$ cat src/rtl/cpu_ctrl_pkg.sv
// Shared definitions for the mini-SRC hardwired control unit: opcodes,
// sequencer state encoding, instruction classes and the strobe bundle.
package cpu_ctrl_pkg;

    localparam int OPC_W   = 5;
    localparam int NSTEP_W = 4;

    localparam logic [OPC_W-1:0] OP_LD   = 5'b00000;
    localparam logic [OPC_W-1:0] OP_LDI  = 5'b00001;
    localparam logic [OPC_W-1:0] OP_ST   = 5'b00010;
    localparam logic [OPC_W-1:0] OP_ADD  = 5'b00011;
    localparam logic [OPC_W-1:0] OP_SUB  = 5'b00100;
    localparam logic [OPC_W-1:0] OP_AND  = 5'b00101;
    localparam logic [OPC_W-1:0] OP_OR   = 5'b00110;
    localparam logic [OPC_W-1:0] OP_ADDI = 5'b01100;
    localparam logic [OPC_W-1:0] OP_ANDI = 5'b01101;
    localparam logic [OPC_W-1:0] OP_ORI  = 5'b01110;
    localparam logic [OPC_W-1:0] OP_MUL  = 5'b01111;
    localparam logic [OPC_W-1:0] OP_DIV  = 5'b10000;
    localparam logic [OPC_W-1:0] OP_BR   = 5'b10010;
    localparam logic [OPC_W-1:0] OP_JR   = 5'b10011;
    localparam logic [OPC_W-1:0] OP_IN   = 5'b10110;
    localparam logic [OPC_W-1:0] OP_OUT  = 5'b10111;
    localparam logic [OPC_W-1:0] OP_MFLO = 5'b11000;
    localparam logic [OPC_W-1:0] OP_MFHI = 5'b11001;
    localparam logic [OPC_W-1:0] OP_NOP  = 5'b11010;
    localparam logic [OPC_W-1:0] OP_HALT = 5'b11011;

    typedef enum logic [NSTEP_W-1:0] {
        RESET_S, T0, T1, T2, T3, T4, T5, T6, T7, HALT
    } state_t;

    typedef enum logic [3:0] {
        CL_ALU, CL_IMM, CL_LDI, CL_MULDIV, CL_LD, CL_ST, CL_BR,
        CL_JR, CL_MFHI, CL_MFLO, CL_IN, CL_OUT, CL_NOP, CL_HALT
    } iclass_t;

    typedef struct packed {
        logic run;
        logic clear;
        logic pc_out;
        logic zhigh_out;
        logic zlow_out;
        logic mdr_out;
        logic hi_out;
        logic lo_out;
        logic inport_out;
        logic c_out;
        logic ba_out;
        logic pc_in;
        logic z_in;
        logic mdr_in;
        logic mar_in;
        logic y_in;
        logic hi_in;
        logic lo_in;
        logic ir_in;
        logic outport_in;
        logic con_in;
        logic gra;
        logic grb;
        logic grc;
        logic r_in;
        logic r_out;
        logic inc_pc;
        logic read;
        logic write;
    } ctrl_t;

    // Undefined opcodes fall into the nop class.
    function automatic iclass_t opc_class(input logic [OPC_W-1:0] opc);
        case (opc)
            OP_ADD, OP_SUB, OP_AND, OP_OR: opc_class = CL_ALU;
            OP_ADDI, OP_ANDI, OP_ORI:      opc_class = CL_IMM;
            OP_LDI:                        opc_class = CL_LDI;
            OP_MUL, OP_DIV:                opc_class = CL_MULDIV;
            OP_LD:                         opc_class = CL_LD;
            OP_ST:                         opc_class = CL_ST;
            OP_BR:                         opc_class = CL_BR;
            OP_JR:                         opc_class = CL_JR;
            OP_MFHI:                       opc_class = CL_MFHI;
            OP_MFLO:                       opc_class = CL_MFLO;
            OP_IN:                         opc_class = CL_IN;
            OP_OUT:                        opc_class = CL_OUT;
            OP_HALT:                       opc_class = CL_HALT;
            default:                       opc_class = CL_NOP;
        endcase
    endfunction

    // Final execute step of each class.
    function automatic state_t last_step(input iclass_t c);
        case (c)
            CL_ALU, CL_IMM, CL_LDI: last_step = T5;
            CL_MULDIV, CL_BR:       last_step = T6;
            CL_LD, CL_ST:           last_step = T7;
            default:                last_step = T3;
        endcase
    endfunction

endpackage

$ cat src/rtl/ctrl_decode.sv
// Combinational strobe decode: (state, instruction class, CON_FF) -> strobes.
// Each step drives at most one bus source.
module ctrl_decode
    import cpu_ctrl_pkg::*;
(
    input  state_t  state,
    input  iclass_t iclass,
    input  logic    con_ff,
    output ctrl_t   ctrl
);

    // Moore decode of the registered step and the latched class
    always_comb begin
        ctrl = '0;
        case (state)
            RESET_S: ctrl.clear = 1'b1;
            T0: begin
                ctrl.run = 1'b1; ctrl.pc_out = 1'b1; ctrl.mar_in = 1'b1;
            end
            T1: begin
                ctrl.run = 1'b1; ctrl.read = 1'b1; ctrl.mdr_in = 1'b1;
            end
            T2: begin
                ctrl.run = 1'b1; ctrl.mdr_out = 1'b1; ctrl.ir_in = 1'b1;
                ctrl.pc_in = 1'b1; ctrl.inc_pc = 1'b1;
            end
            T3: begin
                ctrl.run = 1'b1;
                case (iclass)
                    CL_ALU, CL_IMM: begin ctrl.grb = 1'b1; ctrl.r_out = 1'b1; ctrl.y_in = 1'b1; end
                    CL_LDI, CL_LD, CL_ST: begin ctrl.grb = 1'b1; ctrl.ba_out = 1'b1; ctrl.y_in = 1'b1; end
                    CL_MULDIV: begin ctrl.gra = 1'b1; ctrl.r_out = 1'b1; ctrl.y_in = 1'b1; end
                    CL_BR:     begin ctrl.gra = 1'b1; ctrl.r_out = 1'b1; ctrl.con_in = 1'b1; end
                    CL_JR:     begin ctrl.gra = 1'b1; ctrl.r_out = 1'b1; ctrl.pc_in = 1'b1; end
                    CL_MFHI:   begin ctrl.hi_out = 1'b1; ctrl.gra = 1'b1; ctrl.r_in = 1'b1; end
                    CL_MFLO:   begin ctrl.lo_out = 1'b1; ctrl.gra = 1'b1; ctrl.r_in = 1'b1; end
                    CL_IN:     begin ctrl.inport_out = 1'b1; ctrl.gra = 1'b1; ctrl.r_in = 1'b1; end
                    CL_OUT:    begin ctrl.gra = 1'b1; ctrl.r_out = 1'b1; ctrl.outport_in = 1'b1; end
                    default: ;
                endcase
            end
            T4: begin
                ctrl.run = 1'b1;
                case (iclass)
                    CL_ALU:    begin ctrl.grc = 1'b1; ctrl.r_out = 1'b1; ctrl.z_in = 1'b1; end
                    CL_IMM, CL_LDI, CL_LD, CL_ST: begin ctrl.c_out = 1'b1; ctrl.z_in = 1'b1; end
                    CL_MULDIV: begin ctrl.grb = 1'b1; ctrl.r_out = 1'b1; ctrl.z_in = 1'b1; end
                    CL_BR:     begin ctrl.pc_out = 1'b1; ctrl.y_in = 1'b1; end
                    default: ;
                endcase
            end
            T5: begin
                ctrl.run = 1'b1;
                case (iclass)
                    CL_ALU, CL_IMM, CL_LDI: begin ctrl.zlow_out = 1'b1; ctrl.gra = 1'b1; ctrl.r_in = 1'b1; end
                    CL_MULDIV:    begin ctrl.zlow_out = 1'b1; ctrl.lo_in = 1'b1; end
                    CL_LD, CL_ST: begin ctrl.zlow_out = 1'b1; ctrl.mar_in = 1'b1; end
                    CL_BR:        begin ctrl.c_out = 1'b1; ctrl.z_in = 1'b1; end
                    default: ;
                endcase
            end
            T6: begin
                ctrl.run = 1'b1;
                case (iclass)
                    CL_MULDIV: begin ctrl.zhigh_out = 1'b1; ctrl.hi_in = 1'b1; end
                    CL_LD:     begin ctrl.read = 1'b1; ctrl.mdr_in = 1'b1; end
                    CL_ST:     begin ctrl.gra = 1'b1; ctrl.r_out = 1'b1; ctrl.mdr_in = 1'b1; end
                    // Branch target is always on the bus; only the load is conditional.
                    CL_BR:     begin ctrl.zlow_out = 1'b1; ctrl.pc_in = con_ff; end
                    default: ;
                endcase
            end
            T7: begin
                ctrl.run = 1'b1;
                case (iclass)
                    CL_LD:   begin ctrl.mdr_out = 1'b1; ctrl.gra = 1'b1; ctrl.r_in = 1'b1; end
                    CL_ST:   ctrl.write = 1'b1;
                    default: ;
                endcase
            end
            default: ;
        endcase
    end

endmodule

$ cat src/rtl/control_unit.sv
// Hardwired mini-SRC sequencer: fetch T0-T2, per-class execute T3-T7,
// sticky Stop request, HALT until reset. State is exposed on dbg_state.
module control_unit
    import cpu_ctrl_pkg::*;
(
    input  logic               Clock,
    input  logic               Reset,
    input  logic               Stop,
    input  logic [31:0]        IR,
    input  logic               CON_FF,
    output logic               Run,
    output logic               PCout,
    output logic               Zhighout,
    output logic               Zlowout,
    output logic               MDRout,
    output logic               HIout,
    output logic               LOout,
    output logic               InPortout,
    output logic               Cout,
    output logic               BAout,
    output logic               PCin,
    output logic               Zin,
    output logic               MDRin,
    output logic               MARin,
    output logic               Yin,
    output logic               HIin,
    output logic               LOin,
    output logic               IRin,
    output logic               OutPortin,
    output logic               CONin,
    output logic               Gra,
    output logic               Grb,
    output logic               Grc,
    output logic               Rin,
    output logic               Rout,
    output logic               IncPC,
    output logic               Read,
    output logic               Write,
    output logic               Clear,
    output logic [NSTEP_W-1:0] dbg_state
);

    state_t           state_q, state_d;
    logic [OPC_W-1:0] opc_q, opc_d;
    logic             stop_q, stop_d;
    iclass_t          iclass;
    ctrl_t            ctrl;
    logic             in_instr;
    logic             unused_ir;

    // Only the opcode field of IR is consumed here.
    assign unused_ir = ^IR[26:0];
    assign iclass    = opc_class(opc_q);
    assign in_instr  = (state_q != RESET_S) && (state_q != HALT);

    // Next step, opcode latch at T3 entry, and sticky stop request
    always_comb begin
        state_d = state_q;
        opc_d   = opc_q;
        stop_d  = stop_q | (Stop & in_instr);
        case (state_q)
            RESET_S: state_d = T0;
            T0:      state_d = T1;
            T1:      state_d = T2;
            T2: begin
                state_d = T3;
                opc_d   = IR[31:27];
            end
            T3, T4, T5, T6, T7: begin
                if (state_q == last_step(iclass)) begin
                    state_d = (iclass == CL_HALT || stop_q || Stop) ? HALT : T0;
                end else begin
                    state_d = state_t'(state_q + 4'd1);
                end
            end
            default: state_d = HALT;
        endcase
    end

    // State, opcode and stop registers with synchronous active-low reset
    always_ff @(posedge Clock) begin
        if (!Reset) begin
            state_q <= RESET_S;
            opc_q   <= '0;
            stop_q  <= 1'b0;
        end else begin
            state_q <= state_d;
            opc_q   <= opc_d;
            stop_q  <= stop_d;
        end
    end

    ctrl_decode u_decode (
        .state  (state_q),
        .iclass (iclass),
        .con_ff (CON_FF),
        .ctrl   (ctrl)
    );

    assign dbg_state = state_q;
    assign Run       = ctrl.run;
    assign Clear     = ctrl.clear;
    assign PCout     = ctrl.pc_out;
    assign Zhighout  = ctrl.zhigh_out;
    assign Zlowout   = ctrl.zlow_out;
    assign MDRout    = ctrl.mdr_out;
    assign HIout     = ctrl.hi_out;
    assign LOout     = ctrl.lo_out;
    assign InPortout = ctrl.inport_out;
    assign Cout      = ctrl.c_out;
    assign BAout     = ctrl.ba_out;
    assign PCin      = ctrl.pc_in;
    assign Zin       = ctrl.z_in;
    assign MDRin     = ctrl.mdr_in;
    assign MARin     = ctrl.mar_in;
    assign Yin       = ctrl.y_in;
    assign HIin      = ctrl.hi_in;
    assign LOin      = ctrl.lo_in;
    assign IRin      = ctrl.ir_in;
    assign OutPortin = ctrl.outport_in;
    assign CONin     = ctrl.con_in;
    assign Gra       = ctrl.gra;
    assign Grb       = ctrl.grb;
    assign Grc       = ctrl.grc;
    assign Rin       = ctrl.r_in;
    assign Rout      = ctrl.r_out;
    assign IncPC     = ctrl.inc_pc;
    assign Read      = ctrl.read;
    assign Write     = ctrl.write;

endmodule

$ cat config.mk
export PLATFORM = sky130hd
export DESIGN_NAME = control_unit
export DESIGN_NICKNAME = d
export VERILOG_FILES = /design/src/rtl/cpu_ctrl_pkg.sv /design/src/rtl/ctrl_decode.sv /design/src/rtl/control_unit.sv
export SDC_FILE = /design/constraint.sdc
export NUM_CORES = 1
export LEC_CHECK = 0
export CORE_MARGIN = 2
export CORE_UTILIZATION = 38
export CTS_CLUSTER_SIZE = 20
export DETAILED_ROUTE_END_ITERATION = 10
export PLACE_DENSITY_LB_ADDON = 0.08
export SLEW_MARGIN = 10
export SYNTH_ARGS = -nofsm -noshare
export SYNTH_HDL_FRONTEND = slang
export SYNTH_SLANG_ARGS = --single-unit
$ cat constraint.sdc
create_clock -name Clock -period 2.2 [get_ports Clock]
set_input_delay 0.33 -clock Clock [delete_from_list [all_inputs] [get_ports Clock]]
set_output_delay 0.33 -clock Clock [all_outputs]
set_load 0.05 [all_outputs]
==> results.tsv, run 1 <==
metric	value	unit
net total in the final layout	308	
outcome	completed	
post-synthesis simple-gate area fraction	0.2956	
vias per cell	5.556	
remaining routing DRC violations	0	
number of antenna violations at the first check in global routing	0	
Post-Synth XOR/XNOR Area	0.02365	
arrival time of the worst setup path	1.84	ns
insertion delay of the later-clocked pin in the worst-skew pair	0.25	ns
post-route setup slack	0.03375	ns
final setup skew	0.004586	ns
sum of routed wire length over all layers	4.776	mm
first-pass GRT wire length	7.721	mm
most area-consuming cells after synthesis	sky130_fd_sc_hd__dfxtp_1 (19%), sky130_fd_sc_hd__ha_1 (6.8%), sky130_fd_sc_hd__mux2i_1 (6.8%)	
slack of the worst reg-to-reg path	0.17	ns
filler cell count in the final layout	277	
cell area after layout	2668	um^2
starting density of the core	0.3987	
post-detailed-route count of antenna-violating nets	0	
maximum operating frequency	461.6	MHz
DRC violation total after the first TritonRoute iteration	78	
Worst Reg2Reg Path Length in Cells	9	
via count of the first global-routing pass	1635	
count of pins on the block boundary	69	
share of Yosys cell area claimed by the top area cell type	0.1892	
dominant combinational cell family by area after synthesis	simple AND/OR/NAND/NOR gates	
net switching fraction of the power	0.5080	
worst hold start	stop_q	
clock network power share	0.074	
Slew Limit Headroom	0.6656	
largest net degree at the start of global routing	18	
gr usage total	0.2232	
total of hold buffers inserted after clock tree synthesis	0	
core area	3716	um^2
element type at the critical path start	flip-flop	
combinational cell fraction of total power	0.771	
power density normalized to cell area	1118	nW/um^2
top cell type by total area after synthesis	sky130_fd_sc_hd__dfxtp_1	
last weighted congestion value of the routability-driven placer	0.8760	
clock period minus final worst setup slack	2.166	ns
net switching power figure	1.515	mW
area used by multi-input combinational logic	1262	um^2
full die area	4414	um^2
share of the clock period used by the worst path	0.9847	
compound-cell area share of the yosys netlist	0.2500	
multiplexer area fraction after synthesis	0.06757	
Hold WS	0.4652	ns
cts bufs inserted	3	
post-synth design cell area	1481	um^2
terminating pin of the worst hold path	stop_q	
final slew viol count	0	
htree depth	1	
router iterations before antenna repair	4	
number of instances in the synthesized netlist	202	
worst min-delay path category	flip-flop to flip-flop	
Maximum Capacitance Violations	0	
worst slack at placement	0.1637	ns
syn_nets	246	
r2r startpoint	dbg_state[1]	
Slew @ Worst Pin	0.5000	ns
Warnings, synthesis	0	
Clock Tree Root	sky130_fd_sc_hd__clkbuf_8	
row count	22	
TritonCTS clock tree	yes	
worst setup path category	flip-flop to output port	
Worst Hold Depth	2	
area growth from synthesis to layout	80.07	%
total congestion overflow	0	
most numerous cell types in the synthesized netlist	sky130_fd_sc_hd__nor2_1 (21), sky130_fd_sc_hd__a21oi_1 (14), sky130_fd_sc_hd__dfxtp_1 (14)	
part of the Yosys area used for sequential elements	0.1892	
number of enable-type register cells in the synthesized netlist	0	
Leak	1.019	nW
critical-path maximum fanout	7	
clock transition time at the flip-flop clock pins of the worst setup and hold paths	0.06	ns
most used standard cell by instance count after synthesis	sky130_fd_sc_hd__nor2_1	
unrepaired setup endpoints after global routing	yes	
average cell area after synthesis	7.334	um^2
total number of vias	1728	
number of port buffers	41	
CP required	1.87	ns
Distinct cells, synth	56	
Ant. Diodes	0	
number of hold-slack violations in the final timing report	0	
routed len/inst	15.36	um
Longest Clk Path Bufs	2	
ratio of cells with drive above 1 in the final layout	0.4297	
Int Pwr	1.467	mW
Seq. cell area	296.5	um^2
sequential power share	0.155	
prevailing post-synth register cell	sky130_fd_sc_hd__dfxtp_1	
kind of end point of the critical path	output port	
post-synthesis adder-cell area fraction	0.06757	
placed wire-length estimate after detailed placement	3.794	mm
Setup Viol. Count Final	0	
Setup TNS Final	0	ns
Async SR Flop Fraction	0	
die outline width	66.44	um
Sinks on Clock Net	14	
Chip Height	66.44	um
capture point of the worst reg-to-reg path	iclass[0]	
synthesized flop and latch total	14	
Area after DPL	2502	um^2
Worst IR Drop VDD	0.001013	V
==> layout make-up <==
class                   count  area share
repair buffers             75      0.3504
clock buffers               3     0.01548
well taps                  48     0.02251
flip-flops and latches     14      0.1112
clock inverters             1    0.001407
inverters                  11     0.02580
multi-input cells         159      0.4733
==> kinds of logic after synthesis <==
group,count (synthesis)
and+or+nand+nor,82
AOI/OAI and AO/OA,55
buffers and inverters,29
DFF,14
muxes,10
adders and majority gates,8
xor gates and xnor gates,4
==> per-layer routing <==
metal	global-route usage	part of all wire
met3	0.03748	0.058
met5	0	0
met4	0.02806	0.0015
met1	0.2956	0.43
met2	0.3875	0.51
==> state kept, by name (all words and copies together) (netlist names) <==
name       flops
dbg_state      4
iclass         4
opc_q          5
stop_q         1
==> cells in the final DEF, fill, tap and decap left out, types with 2 or more instances in the layout <==
cell type	Yosys	final
sky130_fd_sc_hd__a21oi_1	14	12
sky130_fd_sc_hd__a21oi_2	0	2
sky130_fd_sc_hd__a31oi_1	3	3
sky130_fd_sc_hd__a32oi_1	2	2
sky130_fd_sc_hd__and2_1	2	2
sky130_fd_sc_hd__buf_12	0	27
sky130_fd_sc_hd__buf_4	2	35
sky130_fd_sc_hd__clkbuf_8	0	3
sky130_fd_sc_hd__clkdlybuf4s50_1	0	12
sky130_fd_sc_hd__clkinv_8	1	2
sky130_fd_sc_hd__dfxtp_1	14	7
sky130_fd_sc_hd__dfxtp_2	0	4
sky130_fd_sc_hd__dfxtp_4	0	3
sky130_fd_sc_hd__ha_1	8	5
sky130_fd_sc_hd__ha_4	0	2
sky130_fd_sc_hd__inv_1	9	7
sky130_fd_sc_hd__mux2i_1	10	10
sky130_fd_sc_hd__nand2_1	13	12
sky130_fd_sc_hd__nand2b_1	13	13
sky130_fd_sc_hd__nand3_1	4	4
sky130_fd_sc_hd__nand3b_1	3	3
sky130_fd_sc_hd__nand4_1	2	2
sky130_fd_sc_hd__nor2_1	21	13
sky130_fd_sc_hd__nor2_2	1	8
sky130_fd_sc_hd__nor2_4	1	2
sky130_fd_sc_hd__nor2b_1	5	4
sky130_fd_sc_hd__nor3_1	5	3
sky130_fd_sc_hd__nor3_2	0	2
sky130_fd_sc_hd__o21a_1	2	2
sky130_fd_sc_hd__o21ai_0	9	6
sky130_fd_sc_hd__o21ai_1	0	2
sky130_fd_sc_hd__o22a_1	2	2
sky130_fd_sc_hd__o22ai_1	4	3
sky130_fd_sc_hd__o32ai_4	0	2
sky130_fd_sc_hd__or3_4	0	3
sky130_fd_sc_hd__xnor2_1	3	3
==> repair_timing <==
action,CTS,global route
resized for setup,9,17
setup endpoints to repair,8,12
pin swaps,1,3
gates cloned,0,0
setup buffers,1,4
==> metrics by stage <==
stage / utilization / cells / power, mW
final: 0.7178 / 311 / 2.982
after global routing: 0.7178 / 311 / 3.146
after CTS: 0.6956 / 307 / 2.876
after detailed placement: 0.6734 / 302 / 2.602
after global placement: 0.6734 / 302 / 2.569
after floorplan: - / 202 / 1.766
==> worst max-delay path, cell delays in order, from the launching register on <==
cell and delay, ns:
sky130_fd_sc_hd__dfxtp_4 0.37, sky130_fd_sc_hd__inv_4 0.08, sky130_fd_sc_hd__ha_4 0.17, sky130_fd_sc_hd__nand3b_1 0.16, sky130_fd_sc_hd__or3_4 0.38, sky130_fd_sc_hd__o21a_1 0.14
sky130_fd_sc_hd__o32ai_4 0.12, sky130_fd_sc_hd__buf_12 0.17
==> how the worst max path moves through the flow <==
stage	end	startpoint	slack, ns	cells past startpoint
after floorplan	Zhighout	dbg_state[0]	-0.09	5
after global placement	Rin	dbg_state[1]	0.19	7
after detailed placement	Rin	dbg_state[1]	0.16	7
after CTS	Grb	dbg_state[0]	0.006	7
after global routing	Rin	dbg_state[1]	-0.06	7
final	Rin	dbg_state[1]	0.03	7
==> power groups by stage <==
stage,clock network (mW),logic [mW],registers [mW]
final,0.220,2.30,0.461
after global routing,0.237,2.43,0.474
after CTS,0.226,2.20,0.452
after detailed placement,0,2.15,0.450
after global placement,0,2.12,0.447
after floorplan,0,1.29,0.480
Power figures use the tool's default switching activity.
==> run 2: changes to the inputs <==
--- a/config.mk
+++ b/config.mk
@@ -11,5 +11,5 @@
 export DETAILED_ROUTE_END_ITERATION = 10
 export PLACE_DENSITY_LB_ADDON = 0.08
-export SLEW_MARGIN = 10
+export SLEW_MARGIN = 20
 export SYNTH_ARGS = -nofsm -noshare
 export SYNTH_HDL_FRONTEND = slang
==> constraint.sdc (replaced) <==
create_clock -name Clock -period 2.2 [get_ports Clock]
set_input_delay 0.33 -clock Clock [delete_from_list [all_inputs] [get_ports Clock]]
set_output_delay 0.33 -clock Clock [all_outputs]
set_load 0.1 [all_outputs]
==> run 2 against run 1 <==
  * The flow now finishes with violations (negative setup slack)
  * Sequential power about the same
  * Via count up 3.4%
  * First-iteration DRC count up 59%
  * Utilization up 7.7 points
  * Largest power group unchanged
  * Largest cell class unchanged
  * Non-clock buffer count up 12
==> results.tsv, run 2 (synthesized netlist as in run 1, its figures left out) <==
metric	value	unit	change
Leak	1.124	nW	+10%
highest-count cells in the layout ignoring fill and taps	sky130_fd_sc_hd__buf_4 (47), sky130_fd_sc_hd__buf_12 (31), sky130_fd_sc_hd__nand2b_1 (13)		
Ant. Diodes	0		unchanged
cts bufs inserted	3		unchanged
Int Pwr	1.649	mW	+12%
power density normalized to cell area	1294	nW/um^2	+16%
net switching fraction of the power	0.5685		+0.06046
router iterations before antenna repair	4		unchanged
final setup skew	0.003572	ns	-0.001013 ns
total number of vias	1786		+3.4%
share of the clock period used by the worst path	1.014		+0.02962
number of hold-slack violations in the final timing report	0		unchanged
worst setup path category	flip-flop to output port		
Longest Clk Path Bufs	2		unchanged
DRC violation total after the first TritonRoute iteration	124		+59%
Slew Limit Headroom	0.5761		-0.08947
met3 Use GR	0.02896		-0.008518
critical-path maximum fanout	5		-2
Finished Core Util	0.7949		+0.07710
clock network power share	0.058		-0.016
worst min-delay path category	flip-flop to flip-flop		
grt met1 use	0.2841		-0.01147
area growth from synthesis to layout	99.41	%	
CP required	1.87	ns	about the same
Setup Viol. Count Final	2		+2
cell family with the largest share of critical-path delay	simple AND/OR/NAND/NOR gates		
Inst Count DP	302		unchanged
row count	22		unchanged
post-route setup slack	-0.03142	ns	-0.06517 ns
combinational cell fraction of total power	0.823		+0.052
total congestion overflow	0		unchanged
net switching power figure	2.172	mW	+43%
die outline width	66.44	um	unchanged
Buf/Inv on CP	2		unchanged
vias per cell	5.529		-0.48%
final cell count without fillers	323		+3.9%
total of hold buffers inserted after clock tree synthesis	0		unchanged
grt met2 use	0.4263		+0.03875
most common library cell in the layout ignoring fill and taps	sky130_fd_sc_hd__buf_4		
number of antenna violations at the first check in global routing	0		unchanged
violated checks	negative setup slack		
remaining routing DRC violations	0		unchanged
Sinks on Clock Net	14		unchanged
TritonCTS clock tree	yes		
count of pins on the block boundary	69		unchanged
cell type with the highest occurrence count on the critical path	sky130_fd_sc_hd__buf_12		
placed wire-length estimate after detailed placement	3.731	mm	-1.7%
ratio of cells with drive above 1 in the final layout	0.5200		+0.09034
htree depth	1		unchanged
core area	3716	um^2	unchanged
final slew viol count	0		unchanged
routed len/inst	15.82	um	+3.0%
net total in the final layout	320		+3.9%
arrival time of the worst setup path	1.90	ns	+0.06 ns
register bank with the most flops	opc_q		
insertion delay of the later-clocked pin in the worst-skew pair	0.24	ns	about the same
clock transition time at the flip-flop clock pins of the worst setup and hold paths	0.06	ns	about the same
first-pass GRT wire length	7.866	mm	+1.9%
last weighted congestion value of the routability-driven placer	0.8926		+1.9%
Maximum Capacitance Violations	0		unchanged
maximum operating frequency	448.1	MHz	-2.9%
kind of end point of the critical path	output port		
gr usage total	0.2297		+0.006407
unrepaired setup endpoints after global routing	yes		
filler cell count in the final layout	229		-17%
full die area	4414	um^2	unchanged
Clock Tree Root	sky130_fd_sc_hd__clkbuf_8		
clock period minus final worst setup slack	2.231	ns	+0.06517 ns
via count of the first global-routing pass	1624		-0.67%
number of port buffers	41		unchanged
largest net degree at the start of global routing	20		+2
Slew @ Worst Pin	0.6338	ns	+0.1338 ns
element type at the critical path start	flip-flop		
crit-path cells	buf_12, ha_4, nand3b_1, o21ai_1, a32oi_1, nor2_1, or3_4, buf_12		
post-detailed-route count of antenna-violating nets	0		unchanged
starting density of the core	0.3987		unchanged
busiest grt layer	met2		
sum of routed wire length over all layers	5.109	mm	+7.0%
Chip Height	66.44	um	unchanged
crit-path max cell delay	0.36	ns	-0.02 ns
cell type of the slowest stage on the worst timing path	sky130_fd_sc_hd__dfxtp_4		
Worst IR Drop VDD	0.0005458	V	-46%
outcome	finished with violations		
number of flip-flops under the largest register name	5		unchanged
sequential power share	0.120		-0.035
[run 2: cell count changes in the layout (fill, tap and decap cells not counted), moves of 2 or more]
| cell | previous run | this run |
|---|---|---|
| sky130_fd_sc_hd__nor3_4 | 0 | 2 |
| sky130_fd_sc_hd__buf_4 | 35 | 47 |
| sky130_fd_sc_hd__ha_1 | 5 | 3 |
| sky130_fd_sc_hd__nor2_4 | 2 | 10 |
| sky130_fd_sc_hd__dfxtp_2 | 4 | 2 |
| sky130_fd_sc_hd__clkdlybuf4s50_1 | 12 | 8 |
| sky130_fd_sc_hd__a21oi_1 | 12 | 10 |
| sky130_fd_sc_hd__mux2i_1 | 10 | 8 |
| sky130_fd_sc_hd__nor2_1 | 13 | 10 |
| sky130_fd_sc_hd__nand2_1 | 12 | 10 |
| sky130_fd_sc_hd__nor2_2 | 8 | 3 |
| sky130_fd_sc_hd__buf_12 | 27 | 31 |
[run 2: power by group through the flow]
stage	Sequential (mW)	Combinational [mW]	Clock, mW
2_1_floorplan	0.589	1.79	0
6_report	0.458	3.14	0.220
5_1_grt	0.469	3.28	0.240
3_3_place_gp	0.457	2.78	0
3_5_place_dp	0.463	2.83	0
4_1_cts	0.455	3.00	0.226
[run 2: final cells by class]
| cell class | instances | area (um^2) | area share |
|---|---|---|---|
| tap | 48 | 60.06 | 0.02033 |
| timing repair buffer | 87 | 1065 | 0.3604 |
| inverter | 11 | 71.32 | 0.02414 |
| multi-input combinational | 159 | 1415 | 0.4790 |
| clock buffer | 4 | 45.04 | 0.01525 |
| sequential | 14 | 297.8 | 0.1008 |
[run 2: path summary, 6_finish.rpt]
check | from | end | slack, ns | cells past startpoint
setup / recovery | dbg_state[0] | Gra | -0.03 | 8
hold / removal | stop_q | stop_q | 0.45 | 2
setup reg to reg | dbg_state[2] | iclass[0] | 0.11 | 11
hold reg to reg | stop_q | stop_q | 0.45 | 2
[run 2: worst min-delay path, delay by kind of cell (launching register included)]
family,cells,cell delay (ns)
DFF,1,0.31
buffers and inverters,1,0.05
AOI/OAI and AO/OA,1,0.05
[run 2: per-stage QoR]
step	setup TNS (ns)	instance area (um^2)	power, mW	setup slack [ns]	hold WS, ns
global route	-0.4912	2954	3.988	-0.1113	0.4702
detailed placement	-0.002529	2636	3.290	-0.002529	0.4432
global placement	0	2636	3.241	0.009708	0.4363
finish	-0.03919	2954	3.821	-0.03142	0.4515
CTS	-0.04383	2823	3.686	-0.01511	0.4523
floorplan	-3.752	1784	2.382	-0.6516	0.4249
[run 2: timing repair]
item,CTS,global route
setup buffers,8,9
resized for setup,18,17
endpoints found under the setup margin,6,17
pin swaps,4,6
[run 2: per-layer routing]
metal | wire, um | part of all wire
met4 | 38 | 0.0074
met2 | 2758 | 0.54
met1 | 2092 | 0.41
met5 | 0 | 0
met3 | 220 | 0.043
==> run 3: changes to the inputs <==
- clock period: 2.2 -> 2.6 ns (I/O delays scaled with it)
==> run 3 against run 2 <==
  * The run now ends clean
  * First-iteration DRC count is 37% lower
  * Setup slack better by 0.10 ns
  * Clock power is 3% lower
  * Clock skew is 0.0030 ns higher
  * Sequential cell count stayed put
  * Global-route usage is 1.8 points lower
  * Register-to-register slack better by 0.25 ns
  * Critical path depth is 1 lower
  * Utilization is 14 points lower
  * Power is 27% lower
  * Largest power group unchanged
==> results.tsv, run 3 (synthesized netlist as in run 1, its figures left out) <==
metric	value	unit	change
full die area	4414	um^2	unchanged
DRC violation total after the first TritonRoute iteration	78		-37%
Chip Height	66.44	um	unchanged
via count of the first global-routing pass	1577		-2.9%
arrival time of the worst setup path	2.14	ns	+0.24 ns
Slew @ Worst Pin	0.6193	ns	-0.01456 ns
final slew viol count	0		unchanged
sum of routed wire length over all layers	4.402	mm	-14%
Design Power	2.778	mW	-27%
total number of vias	1629		-8.8%
Clock Tree Root	sky130_fd_sc_hd__clkbuf_8		
placed wire-length estimate after detailed placement	3.479	mm	-6.7%
unrepaired setup endpoints after global routing	no		
Leak	0.8985	nW	-20%
outcome	completed		
remaining routing DRC violations	0		unchanged
element type at the critical path start	flip-flop		
power density normalized to cell area	1134	nW/um^2	-12%
Setup Viol. Count Final	0		-2
last weighted congestion value of the routability-driven placer	0.8800		-1.4%
vias per cell	5.656		+2.3%
cts bufs inserted	3		unchanged
final setup skew	0.006558	ns	+0.002986 ns
Worst Hold Depth	2		unchanged
number of hold-slack violations in the final timing report	0		unchanged
slack of the worst reg-to-reg path	0.36	ns	+0.25 ns
TritonCTS clock tree	yes		
router iterations before antenna repair	4		unchanged
count of pins on the block boundary	69		unchanged
Inst Count DP	284		-6.0%
highest-count cells in the layout ignoring fill and taps	sky130_fd_sc_hd__buf_12 (26), sky130_fd_sc_hd__buf_4 (18), sky130_fd_sc_hd__nand2b_1 (13), sky130_fd_sc_hd__nand2_1 (13), sky130_fd_sc_hd__a21oi_1 (12)		
register bank with the most flops	opc_q		
terminating pin of the worst hold path	stop_q		
row count	22		unchanged
worst setup path category	flip-flop to output port		
number of flip-flops under the largest register name	5		unchanged
critical-path maximum fanout	9		+4
worst hold start	stop_q		
final cell count without fillers	288		-11%
number of antenna violations at the first check in global routing	0		unchanged
capture point of the worst reg-to-reg path	iclass[2]		
gr usage total	0.2119		-0.01777
kind of end point of the critical path	output port		
insertion delay of the later-clocked pin in the worst-skew pair	0.25	ns	about the same
area growth from synthesis to layout	65.37	%	
Worst Reg2Reg Path Length in Cells	9		-2
share of the clock period used by the worst path	0.9734		
die outline width	66.44	um	unchanged
Slew Limit Headroom	0.5859		+0.009733
clock transition time at the flip-flop clock pins of the worst setup and hold paths	0.06	ns	about the same
net total in the final layout	285		-11%
Maximum Capacitance Violations	0		unchanged
Setup TNS Final	0	ns	+0.03919 ns
first-pass GRT wire length	7.362	mm	-6.4%
largest net degree at the start of global routing	20		unchanged
Ant. Diodes	0		unchanged
Longest Clk Path Bufs	2		unchanged
starting density of the core	0.3987		unchanged
routed len/inst	15.28	um	-3.4%
total of hold buffers inserted after clock tree synthesis	0		unchanged
Worst IR Drop VDD	0.0006121	V	+12%
ratio of cells with drive above 1 in the final layout	0.3583		-0.1617
most common library cell in the layout ignoring fill and taps	sky130_fd_sc_hd__buf_12		
post-detailed-route count of antenna-violating nets	0		unchanged
core area	3716	um^2	unchanged
CP required	2.21	ns	+0.34 ns
maximum operating frequency	395.1	MHz	
total congestion overflow	0		unchanged
r2r startpoint	dbg_state[3]		
clock period minus final worst setup slack	2.531	ns	
number of port buffers	41		unchanged
htree depth	1		unchanged
worst min-delay path category	flip-flop to flip-flop		
Sinks on Clock Net	14		unchanged
-- run 3: cell count changes in the layout (fill, tap and decap cells not counted), moves of 3 or more --
cell,change
sky130_fd_sc_hd__nor2_4,-7
sky130_fd_sc_hd__buf_4,-29
sky130_fd_sc_hd__nor2_2,+6
sky130_fd_sc_hd__buf_12,-5
sky130_fd_sc_hd__o21ai_0,+3
sky130_fd_sc_hd__ha_1,+4
sky130_fd_sc_hd__nand2_1,+3
-- run 3: worst max-delay path by stage --
stage | from | to | slack (ns) | cells past startpoint
final | dbg_state[0] | Rin | 0.07 | 7
after floorplan | dbg_state[0] | Zhighout | -0.31 | 5
after global placement | dbg_state[0] | Rin | 0.33 | 7
after CTS | dbg_state[0] | Rin | 0.07 | 7
after detailed placement | dbg_state[0] | Rin | 0.34 | 7
after global routing | dbg_state[0] | Gra | 0.0004 | 8
-- run 3: where the power goes --
part / total (mW) / leakage (nW) / switching (mW) / internal [mW]
sequential: 0.422 / 0.116 / 0.143 / 0.279
combinational: 2.14 / 0.753 / 1.43 / 0.709
clock: 0.213 / 0.0288 / 0.0791 / 0.134
-- run 3: critical path: stages, from the launching register on --
cell and delay (ns):
sky130_fd_sc_hd__dfxtp_4 0.38, sky130_fd_sc_hd__inv_1 0.09, sky130_fd_sc_hd__ha_1 0.27, sky130_fd_sc_hd__nand3b_1 0.21
sky130_fd_sc_hd__or3_1 0.43, sky130_fd_sc_hd__o21a_1 0.16, sky130_fd_sc_hd__o32ai_4 0.15, sky130_fd_sc_hd__buf_12 0.21
-- run 3: what timing repair did --
| item | in CTS | in global routing |
|---|---|---|
| buffers inserted | 0 | 0 |
| setup endpoints to repair | 0 | 2 |
| endpoints found under the hold margin | 0 | 0 |
| resized for setup | 0 | 1 |
-- run 3: layer usage --
| layer | track usage | share of wire |
|---|---|---|
| met1 | 0.2725 | 0.42 |
| met2 | 0.3588 | 0.52 |
| met3 | 0.03578 | 0.050 |
| met4 | 0.06378 | 0.0070 |
| met5 | 0 | 0 |
-- run 3: final cells by class --
type | instances | area [um^2]
clock buffer | 4 | 55.05
fill | 323 | 1266
inverter | 11 | 58.81
multi-input combinational | 159 | 1247
sequential | 14 | 292.8
tap | 48 | 60.06
timing repair buffer | 52 | 735.7
-- run 3: through the flow --
stage / instance area (um^2) / hold slack (ns) / worst slack [ns] / utilization
final: 2450 / 0.4639 / 0.06913 / 0.6593
after global routing: 2450 / 0.4736 / 0.0004214 / 0.6593
after CTS: 2447 / 0.4588 / 0.06934 / 0.6586
after detailed placement: 2392 / 0.4425 / 0.3419 / 0.6438
after global placement: 2392 / 0.4350 / 0.3261 / 0.6438
after floorplan: 1708 / 0.4249 / -0.3119 / -
